<file path="config.mk">
export PLATFORM = sky130hd
export DESIGN_NAME = myreg_host_arb
export DESIGN_NICKNAME = d
export VERILOG_FILES = /design/src/rtl/myreg_host_arb.sv
export SDC_FILE = /design/constraint.sdc
export NUM_CORES = 1
export LEC_CHECK = 0
export BUFFER_PORTS_ARGS = -buffer_cell sky130_fd_sc_hd__buf_2
export CAP_MARGIN = 10
export CELL_PAD_IN_SITES_DETAIL_PLACEMENT = 0
export CELL_PAD_IN_SITES_GLOBAL_PLACEMENT = 1
export CORE_AREA = 2 2 111 113
export DETAILED_ROUTE_END_ITERATION = 7
export DIE_AREA = 0 0 113 115
export GPL_TIMING_DRIVEN = 0
export PLACE_DENSITY_LB_ADDON = 0.1
export SLEW_MARGIN = 20
export SYNTH_ARGS = -nofsm -noshare
export SYNTH_HDL_FRONTEND = slang
export SYNTH_SLANG_ARGS = --single-unit
export TNS_END_PERCENT = 1
</file>
<file path="constraint.sdc">
create_clock -name clk_i -period 1.32 [get_ports clk_i]
set_input_delay 0.066 -clock clk_i [delete_from_list [all_inputs] [get_ports clk_i]]
set_output_delay 0.066 -clock clk_i [all_outputs]
set_load 0.05 [all_outputs]
</file>
<file path="src/rtl/myreg_host_arb.sv">
// -----------------------------------------------------------------------------
// myreg_host_arb
// Round-robin arbiter that lets NumHosts req/gnt/rvalid bus hosts share the
// single device port of the register block. The arbiter forwards one
// transaction at a time and returns the response to the host that owns it.
// A watchdog returns an error response when the device never answers.
//
// Ports
//   clk_i, rst_ni       clock, asynchronous active-low reset
//   host_req_i          per-host request
//   host_gnt_o          per-host grant, combinational, one-hot or zero
//   host_addr_i         packed addresses, host k at [k*AddrWidth +: AddrWidth]
//   host_we_i           per-host write enable
//   host_be_i           packed byte enables, host k at [k*4 +: 4]
//   host_wdata_i        packed write data, host k at [k*32 +: 32]
//   host_rvalid_o       per-host response valid, one-hot or zero
//   host_err_o          per-host error flag, qualified by host_rvalid_o
//   host_rdata_o        shared response data, zero when no response
//   device_req_o        request to the register block
//   device_addr_o/we_o/be_o/wdata_o   fields of the granted host
//   device_rvalid_i     device response valid
//   device_rdata_i      device read data
//   busy_o              high in the grant cycle and while a response is due
// -----------------------------------------------------------------------------
module myreg_host_arb #(
    parameter int AddrWidth     = 32,
    parameter int NumHosts      = 2,
    parameter int TimeoutCycles = 16
) (
    input  logic                          clk_i,
    input  logic                          rst_ni,
    input  logic [NumHosts-1:0]           host_req_i,
    output logic [NumHosts-1:0]           host_gnt_o,
    input  logic [NumHosts*AddrWidth-1:0] host_addr_i,
    input  logic [NumHosts-1:0]           host_we_i,
    input  logic [NumHosts*4-1:0]         host_be_i,
    input  logic [NumHosts*32-1:0]        host_wdata_i,
    output logic [NumHosts-1:0]           host_rvalid_o,
    output logic [NumHosts-1:0]           host_err_o,
    output logic [31:0]                   host_rdata_o,
    output logic                          device_req_o,
    output logic [AddrWidth-1:0]          device_addr_o,
    output logic                          device_we_o,
    output logic [3:0]                    device_be_o,
    output logic [31:0]                   device_wdata_o,
    input  logic                          device_rvalid_i,
    input  logic [31:0]                   device_rdata_i,
    output logic                          busy_o
);

    localparam int PtrW = $clog2(NumHosts);
    localparam int CntW = $clog2(TimeoutCycles);

    typedef enum logic {
        ST_IDLE,
        ST_WAIT
    } state_e;

    state_e          r_state;
    logic [PtrW-1:0] r_ptr;
    logic [PtrW-1:0] r_owner;
    logic [CntW-1:0] r_cnt;

    logic [PtrW-1:0] w_winner;
    logic [PtrW-1:0] w_ptr_nxt;
    logic            w_grant;
    logic            w_timeout;
    logic            w_resp;

    // Round-robin pick: scan downward so the requester closest to the
    // pointer is written last and therefore wins.
    // NOTE: every signal assigned in an always_comb gets a default first, so
    // no path leaves it unassigned and no latch is inferred.
    always_comb begin
        w_winner = '0;
        for (int i = NumHosts - 1; i >= 0; i--) begin
            if (host_req_i[(int'(r_ptr) + i) % NumHosts]) begin
                w_winner = PtrW'((int'(r_ptr) + i) % NumHosts);
            end
        end
    end

    assign w_ptr_nxt = (w_winner == PtrW'(NumHosts - 1)) ? '0 : w_winner + 1'b1;

    // The grant is combinational from the requests, so it is also gated by
    // rst_ni: a grant shown while in reset would be lost.
    assign w_grant   = rst_ni && (r_state == ST_IDLE) && (|host_req_i);
    assign w_timeout = (r_state == ST_WAIT) && (r_cnt == CntW'(TimeoutCycles - 1));
    // A device answer in the timeout cycle still counts as a normal response.
    assign w_resp    = (r_state == ST_WAIT) && (device_rvalid_i || w_timeout);
    assign busy_o    = w_grant || (r_state == ST_WAIT);

    always_comb begin
        host_gnt_o     = '0;
        device_req_o   = 1'b0;
        device_addr_o  = '0;
        device_we_o    = 1'b0;
        device_be_o    = '0;
        device_wdata_o = '0;
        host_rvalid_o  = '0;
        host_err_o     = '0;
        host_rdata_o   = '0;
        if (w_grant) begin
            host_gnt_o[w_winner] = 1'b1;
            device_req_o         = 1'b1;
            device_addr_o        = host_addr_i[int'(w_winner)*AddrWidth +: AddrWidth];
            device_we_o          = host_we_i[w_winner];
            device_be_o          = host_be_i[int'(w_winner)*4 +: 4];
            device_wdata_o       = host_wdata_i[int'(w_winner)*32 +: 32];
        end
        if (w_resp) begin
            host_rvalid_o[r_owner] = 1'b1;
            host_err_o[r_owner]    = !device_rvalid_i;
            host_rdata_o           = device_rvalid_i ? device_rdata_i : 32'h0;
        end
    end

    // NOTE: sequential state uses non-blocking assignments so every register
    // samples the values from before the clock edge.
    always_ff @(posedge clk_i or negedge rst_ni) begin
        if (!rst_ni) begin
            r_state <= ST_IDLE;
            r_ptr   <= '0;
            r_owner <= '0;
            r_cnt   <= '0;
        end else if (r_state == ST_IDLE) begin
            if (w_grant) begin
                r_owner <= w_winner;
                r_ptr   <= w_ptr_nxt;
                r_cnt   <= '0;
                r_state <= ST_WAIT;
            end
        end else begin
            r_cnt <= r_cnt + 1'b1;
            if (w_resp) begin
                r_state <= ST_IDLE;
            end
        end
    end

endmodule

</file>
### Word-level counts from Yosys, hierarchy flattened

Cells that the tools add are included.

| word-level totals | value |
|---|---|
| output and inout port bits | 109 |
| bits in registers | 7 |
| bits of input ports | 175 |

| cells by class | value |
|---|---|
| eq/ne operators | 1 |
| add/subtract/negate cells | 3 |
| order comparisons | 6 |
| reduce and logical (&&, ||, !) cells | 12 |
| multiplexer cells | 28 |
| bitwise gates (word level) | 3 |
| shift operators | 3 |

Operators with widths:

| operator | count |
|---|---|
| 2-to-1 mux 32 bit | 4 |
| indexed part select 64 x 7 -> 32 bit | 2 |
| 2-to-1 mux 1 bit | 16 |
| 2-to-1 mux 4 bit | 3 |
| indexed part select 8 x 4 -> 4 bit | 1 |
| logical AND 1 bit | 6 |
| less-than comparator 1 x 2 -> 1 bit (second input constant) | 3 |
| 2-to-1 mux 2 bit | 3 |
| adder 4 x 1 -> 4 bit (second input constant) | 1 |
| equality test 4 bit (second input constant) | 1 |
| less-than comparator 2 x 3 -> 1 bit (second input constant) | 1 |
| adder 1 bit (second input constant) | 2 |
| AND 2 bit | 1 |
| demux 1 bit (select 1 bit) | 2 |
| greater-or-equal comparator 1 bit (second input constant) | 2 |
| logical OR 1 bit | 2 |
| AND reduction 2 bit | 1 |
| nonzero test 2 bit | 1 |
| OR reduction 2 bit | 1 |
| AND 1 bit (first input constant) | 1 |
| zero test 1 bit | 1 |
| inverter 1 bit | 1 |

### Depth between registers and ports, before layout

Gate-level depths: netlist of the first run.

| logic depth | value |
|---|---|
| depth in word-level cells | 12 |
| mapped depth | 5 |
| depth with buffers taken out | 4 |

### Least setup slack after synthesis of the first run

Ideal clock, no wire load.

| timing | value |
|---|---|
| path kind | register -> output |
| start point | register r_cnt[0] |
| end point | output host_err_o[0] |
| cell stages (with the launch flop) | 5 |
| arrival | 1.820 ns |
| buffers on the path | 0 |
| path slack | -0.566 ns |
| cell sequence | dfrtp_1 -> ha_1 -> a31o_2 -> nand2_1 -> nor3_1 |

| on the way | value |
|---|---|
| longest elaborated chain between the ends | 5 |

Ends and longest elaborated chain:

| element | RTL line | text |
|---|---|---|
| start, declared | 62 | `logic [CntW-1:0] r_cnt;` |
| start signal, assigned | 134 | `r_cnt <= r_cnt + 1'b1;` |
| equality test 4 bit | 88 | `assign w_timeout = (r_state == ST_WAIT) && (r_cnt == CntW'(TimeoutCycles - 1));` |
| logical AND 1 bit | 88 |  |
| logical OR 1 bit | 90 | `assign w_resp = (r_state == ST_WAIT) && (device_rvalid_i \|\| w_timeout);` |
| logical AND 1 bit | 90 |  |
| 2-to-1 mux 2 bit | 111 | `if (w_resp) begin` |
| end, declared | 39 | `output logic [NumHosts-1:0] host_err_o,` |

Every way passes these cells.

### Worst setup path in the final report of the first run

| timing | value |
|---|---|
| start point | register r_ptr |
| end point | output device_addr_o[29] |

| on the way | value |
|---|---|
| longest elaborated chain between the ends | 8 |
| elaborated cells on any way between the ends | 10 |
| those cells by class | add/sub: 1; shift: 1; mux: 8 |

Ends and longest elaborated chain:

| element | RTL line | text |
|---|---|---|
| start, declared | 60 | `logic [PtrW-1:0] r_ptr;` |
| start signal, assigned | 129 | `r_ptr <= w_ptr_nxt;` |
| adder 1 bit | 77, 78 |  |
| 2-to-1 mux 1 bit (implied by the code) (3 in series) | 77 | `if (host_req_i[(int'(r_ptr) + i) % NumHosts]) begin` |
| 2-to-1 mux 1 bit | 77 |  |
| 2-to-1 mux 1 bit * | 77 |  |
| indexed part select 64 x 7 -> 32 bit * | 106 | `device_addr_o = host_addr_i[int'(w_winner)*AddrWidth +: AddrWidth];` |
| 2-to-1 mux 32 bit * | 103 | `if (w_grant) begin` |
| end, declared | 42 | `output logic [AddrWidth-1:0] device_addr_o,` |

Mark *: on every way between the ends. The rest lies on a longest branch, timed or not. The select of a mux whose other input is x is not followed.

==> results.toml, run 1 <==
[power_and_ir_drop]
power.internal_mw = 2.05
power_leakage_nw = 2.21
pwr-share-seq_pct = 9.2
ir_worst_vdd_v = 0.000414
switchingPower_mw = 2.08
p_sw_share_pct = 50.4
powerDensity_nw_per_um2 = 1010
p_total_mw = 4.14
p_comb_share_pct = 77.9
p_clk_share_pct = 12.9

[logic_synthesis]
ys_top_cells_by_count = "a22o_1 (70), and3_1 (34), buf_2 (8), buf_6 (8)"
postSynthCellCount = 164
synthDistinctLibCells = 21
seq_area_frac_synth_pct = 13.2
synth_nets = 340
yosysMostFrequentCell = "a22o_1"
synth_top_area_share_pct = 46.3
synth_ff_type = "dfrtp_1"
yosysWarnings = 0
syn_avg_cell_area_um2 = 8.08
yosysTopAreaCell = "a22o_1"
async_flop_share_pct = 100
syn-cell-area_um2 = 1330
synth_area_leaders = "a22o_1 (46%), and3_1 (16%), dfrtp_1 (13%)"
synth_seq_cells = 7
synth_edf_count = 0

[sta]
slew-limit-headroom_pct = 71.3
hold_viol = 0
maxSlewViolCount = 0
skew_ns = 0.00135
worst-slew-pin-transition_ns = 0.431
setup_violations = 106
finalWorstPathRequiredPeriod_ns = 1.69
finalCritPeriodShare_pct = 128
rsz0062_at_grt = "true"
max_freq_mhz = 592
setup_ws_ns = -0.370

[clock_network]
cts_buffers = 3
clk_pin_slew_worst_paths_ns = 0.04
cts_buffer_depth = 2
cts_root_buf = "clkbuf_16"
cts_max_level = 1
clock_latency_ns = 0.24
cts_tree = "yes"
clock_sinks = 7

[cells_and_area]
design_area_um2 = 4080
syn_to_final_growth_pct = 208
nets = 638
antenna_cells = 0
drive_above_1_share_pct = 74.8

[critical_path]
required_ns = 1.25
cp_max_fo = 10
critPathLaunchType = "flop"
worstSetupPathType = "reg2out"
crit_arrival_ns = 1.62
critical_path.endpoint_type = "output pin"

[global_routing]
grt_max_degree = 11
grt_overflow = 0
grt_pass1_wl_um = 13100
grt_util_all_layers_pct = 12.7
grt_pass1_vias = 2515
antenna_found_initial = 0

[placement]
dp_hpwl_um = 7720
portBuffers = 283
place_area_um2 = 2990
gp_congestion = 0.722
dp_worst_setup_slack_ns = -0.411

[job]
max_cap_viol_count = 0

[detailed_routing]
drc = 19
via_per_inst = 4.30
dr.pass1.iters = 8
routed_wl_um = 9690
ant_nets = 0
avgRoutedWirePerCell_um = 15.9
drtIter0Drc = 90
dr_total_vias = 2615

[outcome]
status = "complete, but fails checks"
failed_checks = "DRC, setup timing"

[die]
start_util_pct = 11.2
die_h_um = 115
dieArea_um2 = 13000
die_w_um = 113
rows = 40
coreArea_um2 = 11800
io_pins = 284

[min_path]
hold_class = "in2reg"
## cell families (layout without fill, tap and decap cells)
kind of cell	count (synthesis)	after routing	share of synthesized area (%)
AO/OA/AOI/OAI	79	79	50.3
XOR/XNOR	1	1	0.661
adder cells (fa/ha/maj)	1	1	0.944
buffers and inverters	25	322	12.7
flip-flops	7	7	13.2
AND/OR/NAND/NOR	51	51	22.2
## layout make-up
type	instances	area, µm²
Fill cell	1241	7730
Buffer	23	294
Inverter	2	7.51
Multi-Input combinational cell	132	1130
Sequential cell	7	175
Tap cell	147	184
Timing Repair Buffer	293	2210
Clock buffer	4	78.8
## worst paths after layout
path / slack (ns) / start / end / depth (start not counted)
setup / recovery: -0.37 / r_ptr / device_addr_o[29] / 6
hold / removal: 0.23 / rst_ni / r_state / 3
setup reg to reg: 0 / r_state / r_owner / 6
hold reg to reg: 0.51 / r_ptr / r_ptr / 2
max in group asynchronous: 0.75 / rst_ni / r_ptr / 2
min in group asynchronous: 0.32 / rst_ni / r_cnt[0] / 2
## through the flow
step,setup TNS (ns),hold slack (ns),util [%],std cells
floorplan,-12.36,-0.230,-,164
global placement,-24.26,-0.0675,25.3,594
detailed placement,-26.15,-0.0716,25.3,594
CTS,-28.33,0.222,33.8,606
global route,-34.08,0.298,34.6,608
finish,-27.17,0.231,34.6,608
## metal layers
metal  GRT usage, %  wire, µm
met4           3.25       119
met3           1.95       892
met2           26.2      5350
met5              0         0
met1           13.4      3340
## placed cells by master (no fill, tap or decap), types with 2 or more instances in the layout
cell type,n
a21oi_1,4
a22o_1,61
a22o_2,3
a22o_4,6
and3_1,23
and3_4,11
buf_12,3
buf_2,175
buf_4,6
buf_6,114
buf_8,12
clkbuf_1,4
clkbuf_16,3
dfrtp_1,7
inv_1,2
nand2_1,2
nand2b_1,2
nor2_1,4
nor2_2,3
nor3_2,2
o211ai_1,2
o21ai_0,2
## power by group through the flow
stage	sequential, mW	clock (mW)	combinational (mW)
floorplan	0.358	0	1.80
CTS	0.377	0.539	3.16
finish	0.380	0.534	3.22
global route	0.396	0.559	3.38
global placement	0.381	0	2.50
detailed placement	0.383	0	2.49
## registers in the layout, summed over array words and instances (netlist names)
signal,count
r_cnt,4
r_ptr,1
r_state,1
r_owner,1
## critical path: stages, from the launching register on
cell,delay [ns]
dfrtp_1,0.38
nand2b_1,0.14
and3_1,0.18
buf_6,0.15
buf_8,0.16
a22o_2,0.23
buf_8,0.15
## repair_timing
| item | in CTS | in global routing |
|---|---|---|
| hold buffers | 1 | 0 |
| pin swaps | 47 | 16 |
| cloned | 2 | 0 |
| buffers inserted | 5 | 2 |
| gates resized for setup | 262 | 20 |
| endpoints found under the hold margin | 7 | 0 |
| endpoints found under the setup margin | 111 | 109 |
(Power assumes the default switching activity.)
==> run 2: changes to the inputs <==
--- a/config.mk
+++ b/config.mk
@@ -9,9 +9,9 @@
 export CAP_MARGIN = 10
 export CELL_PAD_IN_SITES_DETAIL_PLACEMENT = 0
 export CELL_PAD_IN_SITES_GLOBAL_PLACEMENT = 1
-export CORE_AREA = 2 2 111 113
+export CORE_ASPECT_RATIO = 0.5
+export CORE_UTILIZATION = 12
 export DETAILED_ROUTE_END_ITERATION = 7
-export DIE_AREA = 0 0 113 115
 export GPL_TIMING_DRIVEN = 0
 export PLACE_DENSITY_LB_ADDON = 0.1
 export SLEW_MARGIN = 20
==> constraint.sdc (replaced) <==
create_clock -name clk_i -period 1.5 [get_ports clk_i]
set_input_delay 0.075 -clock clk_i [delete_from_list [all_inputs] [get_ports clk_i]]
set_output_delay 0.075 -clock clk_i [all_outputs]
set_load 0.05 [all_outputs]
==> results.toml, run 2 (synthesized netlist as in run 1, its figures left out) <==
[outcome]
failed_checks = "setup timing"
status = "complete, but fails checks"

[critical_path]
critPathTopFamily = "buffers and inverters"
cp_max_fo = 10
cp_slowest_stage_delay_ns = 0.42
crit_top_cell = "buf_8"
worstSetupPathType = "reg2out"
cp_slowest_cell = "dfrtp_2"
critical_path.endpoint_type = "output pin"
worst-path-buf-inv = 3
critPathLaunchType = "flop"
required_ns = 1.42
crit_arrival_ns = 1.63
worstPathCellList = "nor2b_4 -> and3_4 -> buf_8 -> buf_8 -> a22o_1 -> buf_6"

[sta]
worst-slew-pin-transition_ns = 0.386
hold_viol = 0
finalWorstPathRequiredPeriod_ns = 1.71
slew-limit-headroom_pct = 74.2
setup_ws_ns = -0.208
finalCritPeriodShare_pct = 114
skew_ns = 0.00143
maxSlewViolCount = 0
setup_violations = 71
max_freq_mhz = 585
rsz0062_at_grt = "true"
tns_ns = -12.37

[clock_network]
clock_latency_ns = 0.23
cts_buffer_depth = 2
cts_tree = "yes"
cts_max_level = 1
clk_pin_slew_worst_paths_ns = 0.04
cts_buffers = 3
clock_sinks = 7
cts_root_buf = "clkbuf_16"

[placement]
portBuffers = 283
gp_congestion = 0.717
dp_hpwl_um = 6490
place_inst = 587
dp_worst_setup_slack_ns = -0.215

[power_and_ir_drop]
powerDensity_nw_per_um2 = 903
ir_worst_vdd_v = 0.000408
p_total_mw = 3.47
power_leakage_nw = 2.15

[cells_and_area]
final_common_cell = "buf_2"
nets = 635
finalNonFillerCells = 598
top_register = "r_cnt"
final_core_util_pct = 36.6
largest_register_ffs = 4
syn_to_final_growth_pct = 190
antenna_cells = 0
layout_common_cells = "buf_2 (187), buf_6 (97), a22o_1 (70)"
drive_above_1_share_pct = 70.7

[global_routing]
grt_pass1_wl_um = 11700
grt_overflow = 0
grt_util_all_layers_pct = 12.5
grt_max_degree = 11
antenna_found_initial = 0
grt_pass1_vias = 2397

[detailed_routing]
via_per_inst = 4.14
drc = 0
routed_wl_um = 8010
avgRoutedWirePerCell_um = 13.4
drtIter0Drc = 25
ant_nets = 0
dr.pass1.iters = 4
dr_total_vias = 2477

[die]
io_pins = 284
rows = 26
dieArea_um2 = 11500
die_h_um = 76.3
die_w_um = 151
coreArea_um2 = 10500
start_util_pct = 12.6

[job]
max_cap_viol_count = 0

[min_path]
hold_class = "in2reg"
## run 2: layout make-up
cell class / count / area [µm²]
inverter: 2 / 7.51
sequential: 7 / 176
buffer: 23 / 274
timing repair buffer: 290 / 2090
fill: 1075 / 6640
clock buffer: 4 / 78.8
multi-input combinational: 132 / 1040
tap: 140 / 175
## run 2: path summary, 6_finish.rpt
kind / startpoint / to / slack [ns] / cells after the start
worst max-delay path: r_state / device_addr_o[28] / -0.21 / 6
worst min-delay path: rst_ni / r_state / 0.23 / 3
worst max register to register: r_state / r_ptr / 0.18 / 6
worst min register to register: r_cnt[1] / r_cnt[1] / 0.54 / 1
max in group asynchronous: rst_ni / r_state / 0.89 / 2
min in group asynchronous: rst_ni / r_ptr / 0.33 / 2
## run 2: what timing repair did
| action | 4_1_cts | 5_1_grt |
|---|---|---|
| buffers inserted | 2 | 2 |
| setup endpoints to repair | 94 | 105 |
| hold buffers | 1 | 0 |
| pin swaps | 9 | 20 |
| cloned | 0 | 2 |
| resized for setup | 193 | 51 |
| endpoints found under the hold margin | 7 | 0 |
## run 2: through the flow
step / area [µm²] / hold WS (ns)
3_3_place_gp: 2920 / -0.0628
2_1_floorplan: 1330 / -0.221
5_1_grt: 3840 / 0.274
4_1_cts: 3610 / 0.231
6_report: 3840 / 0.228
3_5_place_dp: 2920 / -0.0621
## run 2: report_power, final
part / leakage, nW / internal [mW] / switching, mW
registers: 0.0840 / 0.264 / 0.0752
logic: 2.03 / 1.09 / 1.58
clock network: 0.0382 / 0.354 / 0.104
total: 2.15 / 1.71 / 1.76
## run 2: metal layers
layer	GRT usage [%]	share of wire, %	vias up
li1	-	-	1249
met1	13.3	38	1102
met2	25.5	55	117
met3	1.26	6.4	9
met4	3.90	1.4	0
met5	0	0	-
## run 2: worst min-delay path, cell delays in order
cell	delay (ns)
buf_2	0.12
a21oi_1	0.10
a21oi_1	0.12
